<file path="config.mk">
export PLATFORM = sky130hd
export DESIGN_NAME = seat_sprite_controller
export DESIGN_NICKNAME = d
export VERILOG_FILES = /design/src/rtl/seat_sprite_controller_pkg.sv /design/src/rtl/kanye_rom.sv /design/src/rtl/seat_sprite_controller_hit_decoder.sv /design/src/rtl/seat_sprite_controller.sv
export SDC_FILE = /design/constraint.sdc
export NUM_CORES = 1
export LEC_CHECK = 0
export CELL_PAD_IN_SITES_DETAIL_PLACEMENT = 0
export CELL_PAD_IN_SITES_GLOBAL_PLACEMENT = 1
export CORE_ASPECT_RATIO = 1.25
export CORE_UTILIZATION = 36
export CTS_CLUSTER_SIZE = 8
export DETAILED_ROUTE_END_ITERATION = 8
export PLACE_DENSITY_LB_ADDON = 0.3
export SYNTH_ARGS = -nofsm -noshare
export SYNTH_HDL_FRONTEND = slang
export SYNTH_HIERARCHICAL = 1
export SYNTH_SLANG_ARGS = --single-unit
</file>
<file path="constraint.sdc">
create_clock -name ClkPort -period 3.6 [get_ports ClkPort]
set_clock_uncertainty 0.05 [all_clocks]
set_input_delay 0.9 -clock ClkPort [delete_from_list [all_inputs] [get_ports ClkPort]]
set_output_delay 0.9 -clock ClkPort [all_outputs]
set_load 0.02 [all_outputs]
</file>
<file path="src/rtl/seat_sprite_controller_pkg.sv">
// Shared geometry, colour and width constants for the multi-seat sprite overlay.
// Grid, seat and sprite defaults match the seats background layer.
package seat_sprite_controller_pkg;

  localparam int PIX_W = 10;
  localparam int RGB_W = 12;
  localparam int SEAT_IDX_W = 3;

  localparam int DEF_ROWS = 2;
  localparam int DEF_COLS = 4;
  localparam int DEF_SEAT_W = 40;
  localparam int DEF_SEAT_H = 40;
  localparam int DEF_SEAT_SPACING = 15;
  localparam int DEF_ORIGIN_X = 293;
  localparam int DEF_ORIGIN_Y = 305;
  localparam int DEF_BLINK_FRAMES = 30;

  localparam int W = 32;
  localparam int H = 35;
  localparam int ROW_W = 6;
  localparam int COL_W = 5;

  localparam logic [RGB_W-1:0] KEY_COLOR = 12'h000;

endpackage

</file>
<file path="src/rtl/kanye_rom.sv">
// Sprite ROM with a one-cycle synchronous read. Columns 28..31 hold the key colour
// so the right edge of the sprite is transparent.
module kanye_rom
  import seat_sprite_controller_pkg::*;
(
  input  logic             clk,
  input  logic [ROW_W-1:0] row,
  input  logic [COL_W-1:0] col,
  output logic [RGB_W-1:0] color_data
);

  // NOTE: ROM read data carries no reset; downstream logic qualifies it with a reset hit flag.
  always_ff @(posedge clk) begin
    if (col >= COL_W'(28)) begin
      color_data <= KEY_COLOR;
    end else begin
      color_data <= {row, col, 1'b1};
    end
  end

endmodule

</file>
<file path="src/rtl/seat_sprite_controller_hit_decoder.sv">
// Stage-0 window decode: finds the lowest-index enabled seat whose sprite box covers
// the current pixel and produces the sprite-local ROM address.
module seat_sprite_controller_hit_decoder
  import seat_sprite_controller_pkg::*;
#(
  parameter int ROWS = DEF_ROWS,
  parameter int COLS = DEF_COLS,
  parameter int SEAT_W = DEF_SEAT_W,
  parameter int SEAT_H = DEF_SEAT_H,
  parameter int SEAT_SPACING = DEF_SEAT_SPACING,
  parameter int ORIGIN_X = DEF_ORIGIN_X,
  parameter int ORIGIN_Y = DEF_ORIGIN_Y
) (
  input  logic [PIX_W-1:0]      h_count_i,
  input  logic [PIX_W-1:0]      v_count_i,
  input  logic [ROWS*COLS-1:0]  mask_i,
  output logic                  hit_o,
  output logic [SEAT_IDX_W-1:0] seat_o,
  output logic [ROW_W-1:0]      row_o,
  output logic [COL_W-1:0]      col_o
);

  localparam int NUM_SEATS = ROWS * COLS;

  function automatic logic [PIX_W:0] seat_x(int k);
    return (PIX_W + 1)'(ORIGIN_X + (k % COLS) * (SEAT_W + SEAT_SPACING) + (SEAT_W - W) / 2);
  endfunction

  function automatic logic [PIX_W:0] seat_y(int k);
    return (PIX_W + 1)'(ORIGIN_Y + (k / COLS) * (SEAT_H + SEAT_SPACING) + (SEAT_H - H) / 2);
  endfunction

  always_comb begin
    logic [PIX_W:0] dx;
    logic [PIX_W:0] dy;
    dx     = '0;
    dy     = '0;
    hit_o  = 1'b0;
    seat_o = '0;
    row_o  = '0;
    col_o  = '0;
    // Descending scan so the lowest matching index is the one left standing; an
    // underflowing subtraction wraps high and falls outside the window test.
    for (int k = NUM_SEATS - 1; k >= 0; k--) begin
      dx = {1'b0, h_count_i} - seat_x(k);
      dy = {1'b0, v_count_i} - seat_y(k);
      if (mask_i[k] && dx < (PIX_W + 1)'(W) && dy < (PIX_W + 1)'(H)) begin
        hit_o  = 1'b1;
        seat_o = SEAT_IDX_W'(k);
        row_o  = dy[ROW_W-1:0];
        col_o  = dx[COL_W-1:0];
      end
    end
  end

endmodule

</file>
<file path="src/rtl/seat_sprite_controller.sv">
// Multi-seat sprite overlay: frame-synchronous occupancy mask, optional per-frame blink,
// one-cycle pixel pipeline with a key-colour transparent ROM sprite over the background.
module seat_sprite_controller
  import seat_sprite_controller_pkg::*;
#(
  parameter int ROWS = DEF_ROWS,
  parameter int COLS = DEF_COLS,
  parameter int SEAT_W = DEF_SEAT_W,
  parameter int SEAT_H = DEF_SEAT_H,
  parameter int SEAT_SPACING = DEF_SEAT_SPACING,
  parameter int ORIGIN_X = DEF_ORIGIN_X,
  parameter int ORIGIN_Y = DEF_ORIGIN_Y,
  parameter int BLINK_FRAMES = DEF_BLINK_FRAMES
) (
  input  logic                  ClkPort,
  input  logic                  rst,
  input  logic                  bright,
  input  logic [PIX_W-1:0]      hCount,
  input  logic [PIX_W-1:0]      vCount,
  input  logic [RGB_W-1:0]      background,
  input  logic [ROWS*COLS-1:0]  mask_in,
  input  logic                  mask_wr,
  input  logic                  blink_en,
  output logic [RGB_W-1:0]      rgb,
  output logic [ROWS*COLS-1:0]  active_mask,
  output logic [SEAT_IDX_W-1:0] hit_seat,
  output logic                  hit_valid
);

  localparam int NUM_SEATS = ROWS * COLS;
  localparam int CNT_W = $clog2(BLINK_FRAMES) + 1;

  logic [PIX_W-1:0]      vcount_prev_q;
  logic [NUM_SEATS-1:0]  pending_q, active_q;
  logic [CNT_W-1:0]      frame_cnt_q, frame_cnt_d;
  logic                  phase_q, phase_d;
  logic                  hit_q, bright_q;
  logic [SEAT_IDX_W-1:0] seat_q;
  logic [RGB_W-1:0]      bg_q;

  logic                  frame_boundary, visible, opaque;
  logic                  dec_hit;
  logic [SEAT_IDX_W-1:0] dec_seat;
  logic [ROW_W-1:0]      rom_row;
  logic [COL_W-1:0]      rom_col;
  logic [RGB_W-1:0]      rom_data;

  assign frame_boundary = (vcount_prev_q != '0) && (vCount == '0);
  assign visible        = phase_q | ~blink_en;

  seat_sprite_controller_hit_decoder #(
    .ROWS(ROWS), .COLS(COLS), .SEAT_W(SEAT_W), .SEAT_H(SEAT_H),
    .SEAT_SPACING(SEAT_SPACING), .ORIGIN_X(ORIGIN_X), .ORIGIN_Y(ORIGIN_Y)
  ) u_hit_decoder (
    .h_count_i(hCount),
    .v_count_i(vCount),
    .mask_i   (active_q & {NUM_SEATS{visible}}),
    .hit_o    (dec_hit),
    .seat_o   (dec_seat),
    .row_o    (rom_row),
    .col_o    (rom_col)
  );

  kanye_rom u_rom (
    .clk       (ClkPort),
    .row       (rom_row),
    .col       (rom_col),
    .color_data(rom_data)
  );

  always_comb begin
    frame_cnt_d = frame_cnt_q;
    phase_d     = phase_q;
    if (!blink_en) begin
      frame_cnt_d = '0;
      phase_d     = 1'b1;
    end else if (frame_boundary) begin
      if (frame_cnt_q == CNT_W'(BLINK_FRAMES - 1)) begin
        frame_cnt_d = '0;
        phase_d     = ~phase_q;
      end else begin
        frame_cnt_d = frame_cnt_q + 1'b1;
      end
    end
  end

  // NOTE: state uses non-blocking assignments so every register samples pre-edge values,
  // which is what makes a mask_wr coincident with a frame boundary land one frame later.
  always_ff @(posedge ClkPort) begin
    if (rst) begin
      vcount_prev_q <= '0;
      pending_q     <= '0;
      active_q      <= '0;
      frame_cnt_q   <= '0;
      phase_q       <= 1'b1;
      hit_q         <= 1'b0;
      seat_q        <= '0;
      bright_q      <= 1'b0;
      bg_q          <= '0;
    end else begin
      vcount_prev_q <= vCount;
      if (mask_wr) pending_q <= mask_in;
      if (frame_boundary) active_q <= pending_q;
      frame_cnt_q   <= frame_cnt_d;
      phase_q       <= phase_d;
      hit_q         <= dec_hit;
      seat_q        <= dec_seat;
      bright_q      <= bright;
      bg_q          <= background;
    end
  end

  assign opaque      = hit_q && (rom_data != KEY_COLOR);
  assign rgb         = !bright_q ? '0 : (opaque ? rom_data : bg_q);
  assign hit_valid   = opaque && bright_q;
  assign active_mask = active_q;
  assign hit_seat    = seat_q;

endmodule

</file>
; Word-level counts from Yosys, hierarchy flattened
; Cells that the tools add are included.
[word_totals]
regBits = 62
input_bits = 45
out_inout_bits = 24
word_cells = 94
[classes]
addsub = 7
magnitude_cmp = 7
n_eq_ne = 1
n_mux = 35
bitwise = 4
reduce_logical = 27
[ops]
columns = op, count
row1 = 11-bit by 6-bit < comparator with 1-bit output (second input constant), 6
row2 = 10-bit by 9-bit subtractor with 11-bit output (second input constant), 6
row3 = 6-bit 2-to-1 mux, 9
row4 = 5-bit 2-to-1 mux, 8
row5 = 12-bit 2-to-1 mux, 2
row6 = 1-bit logical AND, 19
row7 = 3-bit 2-to-1 mux, 4
row8 = 12-bit nonzero test, 1
row9 = 10-bit zero test, 1
row10 = 1-bit 2-to-1 mux, 10
row11 = 10-bit nonzero test, 1
row12 = 8-bit AND, 1
row13 = 6-bit by 1-bit adder with 6-bit output (second input constant), 1
row14 = 6-bit by 5-bit == test with 1-bit output (second input constant), 1
row15 = 5-bit >= comparator (second input constant), 1
row16 = 5-bit OR reduction, 1
row17 = 2-bit 2-to-1 mux, 2
row18 = 2-bit OR reduction, 2
row19 = 3-bit OR reduction, 1
row20 = 1-bit inverter, 2
row21 = 2-bit AND reduction, 1
row22 = 1-bit OR, 1

; Logic depth before layout (Yosys ltp)
[depth]
ltp_word = 15
depth_mapped = 13
ltp_nobuf = 11

; Modules after synthesis
; The synthesis kept the hierarchy.
[modules_own_cells]
columns = mod, n_inst, cells_per_inst, area_each_um2, seq_area_each_um2
row1 = seat_sprite_controller, 1, 229, 2045.7, 1001.0
row2 = seat_sprite_controller_hit_decoder, 1, 236, 1652.8, 0.0
row3 = kanye_rom, 1, 24, 332.8, 240.2

; Worst setup path before layout
; OpenSTA, ideal clock, no wires.
[synth_path]
path_type = input to register
from = input port vCount[2]
to = register u_rom.color_data[10]
setup_ps = 115
arrival_ps = 3350
required_time_ps = 3435
setup_slack_ps = 85
cell_stages = 12
n_path_buf = 2
path_cell_list = buf_2 inv_1 ha_1 a211o_4 or4b_4 o21ai_2 o211ai_4 buf_6 a21o_1 a2bb2oi_1 nand3_4 and2_1
[synth_between]
elab_chain_cells = 12
elab_cells_between_ends = 29
classes_between = add/sub (2) / order compare (3) / mux (16) / reduce/logical (8)
[synth_lines]
columns = item, line
row1 = "start, declared", seat_sprite_controller.sv:19  ; input logic [PIX_W-1:0] vCount,
row2 = 10-bit by 9-bit subtractor with 11-bit output, seat_sprite_controller_hit_decoder.sv:46  ; dy = {1'b0, v_count_i} - seat_y(k);
row3 = 11-bit by 6-bit < comparator with 1-bit output, seat_sprite_controller_hit_decoder.sv:47  ; if (mask_i[k] && dx < (PIX_W + 1)'(W) && dy < (PIX_W + 1)'(H)) begin
row4 = 1-bit logical AND, seat_sprite_controller_hit_decoder.sv:47
row5 = 5-bit 2-to-1 mux (7 in a row), seat_sprite_controller_hit_decoder.sv:47
row6 = 5-bit 2-to-1 mux *, seat_sprite_controller_hit_decoder.sv:47
row7 = named net rom_col[2], seat_sprite_controller.sv:45  ; logic [COL_W-1:0] rom_col;
row8 = 5-bit >= comparator *, kanye_rom.sv:14  ; if (col >= COL_W'(28)) begin
row9 = "end signal, assigned", kanye_rom.sv:17  ; color_data <= {row, col, 1'b1};
row10 = "end, declared", kanye_rom.sv:9  ; output logic [RGB_W-1:0] color_data
; Mark *: on every way through the listed nets, which the timed path passes. The rest lies on a longest branch.
; A chain may end at the register's enable or synchronous reset.

; Worst setup path after layout
[layout_path]
from = input port vCount[1]
to = register u_rom.color_data[1]
[layout_between]
elab_chain_cells = 12
elab_cells_between_ends = 21
classes_between = add/sub (2) / order compare (3) / mux (8) / reduce/logical (8)
[layout_lines]
columns = item, line
row1 = 10-bit by 9-bit subtractor with 11-bit output, seat_sprite_controller_hit_decoder.sv:46
row2 = 11-bit by 6-bit < comparator with 1-bit output, seat_sprite_controller_hit_decoder.sv:47
row3 = 1-bit logical AND, seat_sprite_controller_hit_decoder.sv:47
row4 = 5-bit 2-to-1 mux (7 in a row), seat_sprite_controller_hit_decoder.sv:47
row5 = 5-bit 2-to-1 mux *, seat_sprite_controller_hit_decoder.sv:47
row6 = named net rom_col[0], seat_sprite_controller.sv:45
row7 = 5-bit >= comparator, kanye_rom.sv:14
; Marks and branches as above.

==> flow_summary_export.csv <==
group,metric,value,unit
sta,min_period_over_period,0.980,
clocking,cts.sink_count,62,
place,dp_slack,-0.330,ns
synth,syn-cell-area,0.00403,mm²
detailed_routing,wire_per_inst,15.3,µm
pwr,comb_power_share,0.158,
synth,ys_seq_elements,62,
setup_path,crit_path_end_kind,"register",
clocking,cts_root_buf,"clkbuf_16",
synth,syn-instance-count,489,
job,cap_violations,0,
pwr,clkPwrFrac,0.446,
finish,synthToLayoutAreaGrowth,43.9,%
clocking,clk_pin_slew,0.05,ns
finish,fillCellCount,1022,
die,io_pins,69,
sta,setup_tns,0,ns
detailed_routing,dr_total_vias,4141,
synth,synth_top_area_cell,"dfxtp_1",
clocking,cts_buffers,9,
setup_path,cpMaxStageDelayCell,"clkdlybuf4s50_1",
pwr,power.density,312,mW/mm²
worst_hold_path,hold_path_depth,2,
die,coreArea,0.0107,mm²
global_routing,antenna_found_initial,0,
sta,relSlewSlack,0.616,
global_routing,grt_pass1_vias,3872,
sta,finalHoldWorstSlack,0.412,ns
setup_path,path_cells,"clkdlybuf4s50_1 > ha_1 > nor2b_1 > o22a_1 > o32ai_2 > o211ai_4 > buf_4 > o221ai_1 > a21oi_1 > mux2_2 > and2_1",
detailed_routing,drt-pass1-iter-count,5,
pwr,power_switching,0.414,mW
pwr,ir_drop,0.253,mV
clocking,htreeDepth,3,
synth,ys_types,78,
setup_path,worstSetupPathType,"in -> reg",
global_routing,grt_overflow,0,
synth,synth_top_area_frac,0.308,
synth,yosysWarnings,6,
global_routing,grt_max_degree,44,
pwr,p_leak,2.42,nW
sta,setup_viol,0,
setup_path,timing.rr.end,"u_rom/color_data[6]",
synth,synth_edf_count,0,
synth,yosysSeqAreaShare,0.308,
synth,synthTopCellsByArea,"dfxtp_1, a21oi_1, nor2b_1",
sta,min_period,3.53,ns
die,std_cell_rows,42,
pwr,intPower,1.39,mW
sta,finalMaxSlewViolations,0,
synth,synth_nets,546,
setup_path,cp-start-kind,"input port",
worst_hold_path,hp-start,"pending_q[5]",
place,postPlaceCellArea,0.00534,mm²
global_routing,grt_util_all_layers,0.195,
setup_path,rr_worst_depth,12,
clocking,clk_latency,0.32,ns
clocking,cts_tree,"done",
finish,layout.area.seq,0.00124,mm²
setup_path,critPathArrivalTime,3.69,ns
finish,layout-drive-gt1-share,0.230,
setup_path,worstPathMaxFanout,5,
synth,avgSynthCellArea,8.24,µm²
finish,fin_util,0.541,
detailed_routing,avgViaCountPerCell,5.47,
synth,synthArstFlopShare,0,
die,start_util,0.376,
synth,yosysMostFrequentCell,"dfxtp_1",
place,io_buffer_count,68,
pwr,swShare,0.229,
pwr,seqPwrFrac,0.396,
finish,multiInputGateArea,0.00272,mm²
global_routing,grt_pass1_wl,18600,µm
synth,synth_ff_type,"dfxtp_1",
setup_path,reg2reg_from,"phase_q",
worst_hold_path,hold_end,"active_mask[5]",
setup_path,rrSetupSlack,0.83,ns
finish,antennaDiodeCount,0,
finish,final_nets,680,
setup_path,slowest_delay,0.54,ns
detailed_routing,drc,0,
sta,fin_ws,0.0732,ns
worst_hold_path,hold_class,"reg -> reg",
setup_path,crit_start,"vCount[1]",
die,dieArea,0.0116,mm²
die,die_w,96.7,µm
sta,fmax,284,MHz
sta,finalHoldViolCount,0,
die,die_y,120,µm
finish,stdcell_area,0.00580,mm²
place,finalWeightedCongestion,0.907,
synth,synth_common_cells,"dfxtp_1, a21oi_1, nand2_1",
detailed_routing,antenna_left,0,
detailed_routing,wirelength,11600,µm
clocking,clock_path_buffers,2,
detailed_routing,first_iter_violations,189,
sta,worst_pin_slew,0.577,ns
run_status,status,"finished clean",
setup_path,required,3.76,ns
place,hpwl,8640,µm
[worst max path at each step]
stage	endpoint	cells past startpoint	slack, ns
floorplan	u_rom/color_data[10]	12	0.08
global placement	u_rom/color_data[9]	13	-0.41
detailed placement	u_rom/color_data[6]	12	-0.33
CTS	rgb[7]	6	0.02
global route	u_rom/color_data[1]	11	-0.003
finish	u_rom/color_data[1]	11	0.07
[critical path, delay by kind of cell]
kind,cells,cell delay [ns]
multiplexers,1,0.26
AO/OA/AOI/OAI,5,1.23
adder cells (fa/ha/maj),1,0.28
AND/OR/NAND/NOR,2,0.28
buffers and inverters,2,0.73
[cell families (layout without fill, tap and decap cells)]
group / Yosys count / after routing / share of synthesized area
DFF: 62 / 62 / 0.308
xor gates and xnor gates: 5 / 5 / 0.0109
AOI/OAI and AO/OA: 148 / 149 / 0.266
and+or+nand+nor: 207 / 207 / 0.296
adders and majority gates: 12 / 12 / 0.0372
muxes: 13 / 13 / 0.0332
buffers and inverters: 42 / 177 / 0.0487
[through the flow]
step,power (mW),instances
global route,1.88,757
finish,1.81,757
floorplan,0.861,489
global placement,0.996,739
CTS,1.81,752
detailed placement,0.997,739
[power by group through the flow]
stage	combinational, mW	sequential [mW]	clock [mW]
floorplan	0.134	0.727	0
global route	0.311	0.716	0.857
CTS	0.271	0.715	0.828
detailed placement	0.269	0.729	0
global placement	0.268	0.728	0
finish	0.286	0.715	0.807
[layout by cell type, fill, tap and decap left out, types with 3 or more instances in the layout]
cell type / Yosys / layout
o21ai_0: 20 / 18
o211ai_1: 4 / 4
clkbuf_16: 0 / 9
ha_2: 0 / 3
a21o_1: 9 / 9
a2bb2oi_1: 5 / 4
mux2i_1: 10 / 10
clkdlybuf4s50_1: 0 / 60
o21ai_1: 3 / 4
nor4b_1: 4 / 3
o211a_1: 4 / 3
inv_1: 11 / 11
or4b_1: 3 / 3
a31o_2: 3 / 3
and4_1: 3 / 3
nand3_1: 23 / 23
nor2_1: 32 / 32
a21boi_0: 6 / 5
o31ai_1: 5 / 5
nor3_1: 7 / 5
dfxtp_1: 62 / 62
o21a_1: 3 / 3
and2_1: 18 / 18
buf_4: 0 / 84
nand3b_1: 3 / 3
nand2_1: 39 / 38
nand2b_1: 11 / 11
nor2b_1: 30 / 30
nor4_1: 4 / 3
dlymetal6s2s_1: 0 / 8
xor2_1: 4 / 4
nand4_1: 5 / 5
or4_1: 4 / 4
ha_1: 12 / 9
a31oi_1: 7 / 6
mux2_2: 3 / 3
and3_1: 5 / 4
a21oi_1: 43 / 42
[sequential cells by signal, indices dropped and copies added, names as in the netlist]
signal,count
hit_seat,3
u_rom/color_data,12
hit_q,1
bg_q,12
vcount_prev_q,10
pending_q,8
phase_q,1
bright_q,1
active_mask,8
frame_cnt_q,6
[layout make-up]
| type | count | area share |
|---|---|---|
| multi-input cells | 386 | 0.469 |
| repair buffers | 153 | 0.233 |
| flip-flops and latches | 62 | 0.214 |
| clock buffers | 11 | 0.0419 |
| well taps | 132 | 0.0285 |
| inverters | 11 | 0.00712 |
| clock inverters | 2 | 0.00604 |
[routing by layer]
metal | up-vias | global-route usage | part of all wire
met5 | - | 0 | 0
met4 | 0 | 0.0588 | 0.013
met3 | 16 | 0.0353 | 0.043
met2 | 91 | 0.338 | 0.49
li1 | 2062 | - | -
met1 | 1972 | 0.244 | 0.45
[repair_timing]
item,CTS,global route
hold buffers,0,0
pin swaps,0,5
gates cloned,0,1
endpoints found under the setup margin,8,18
buffers inserted,0,4
gates resized for setup,3,32
(Power assumes the default switching activity.)
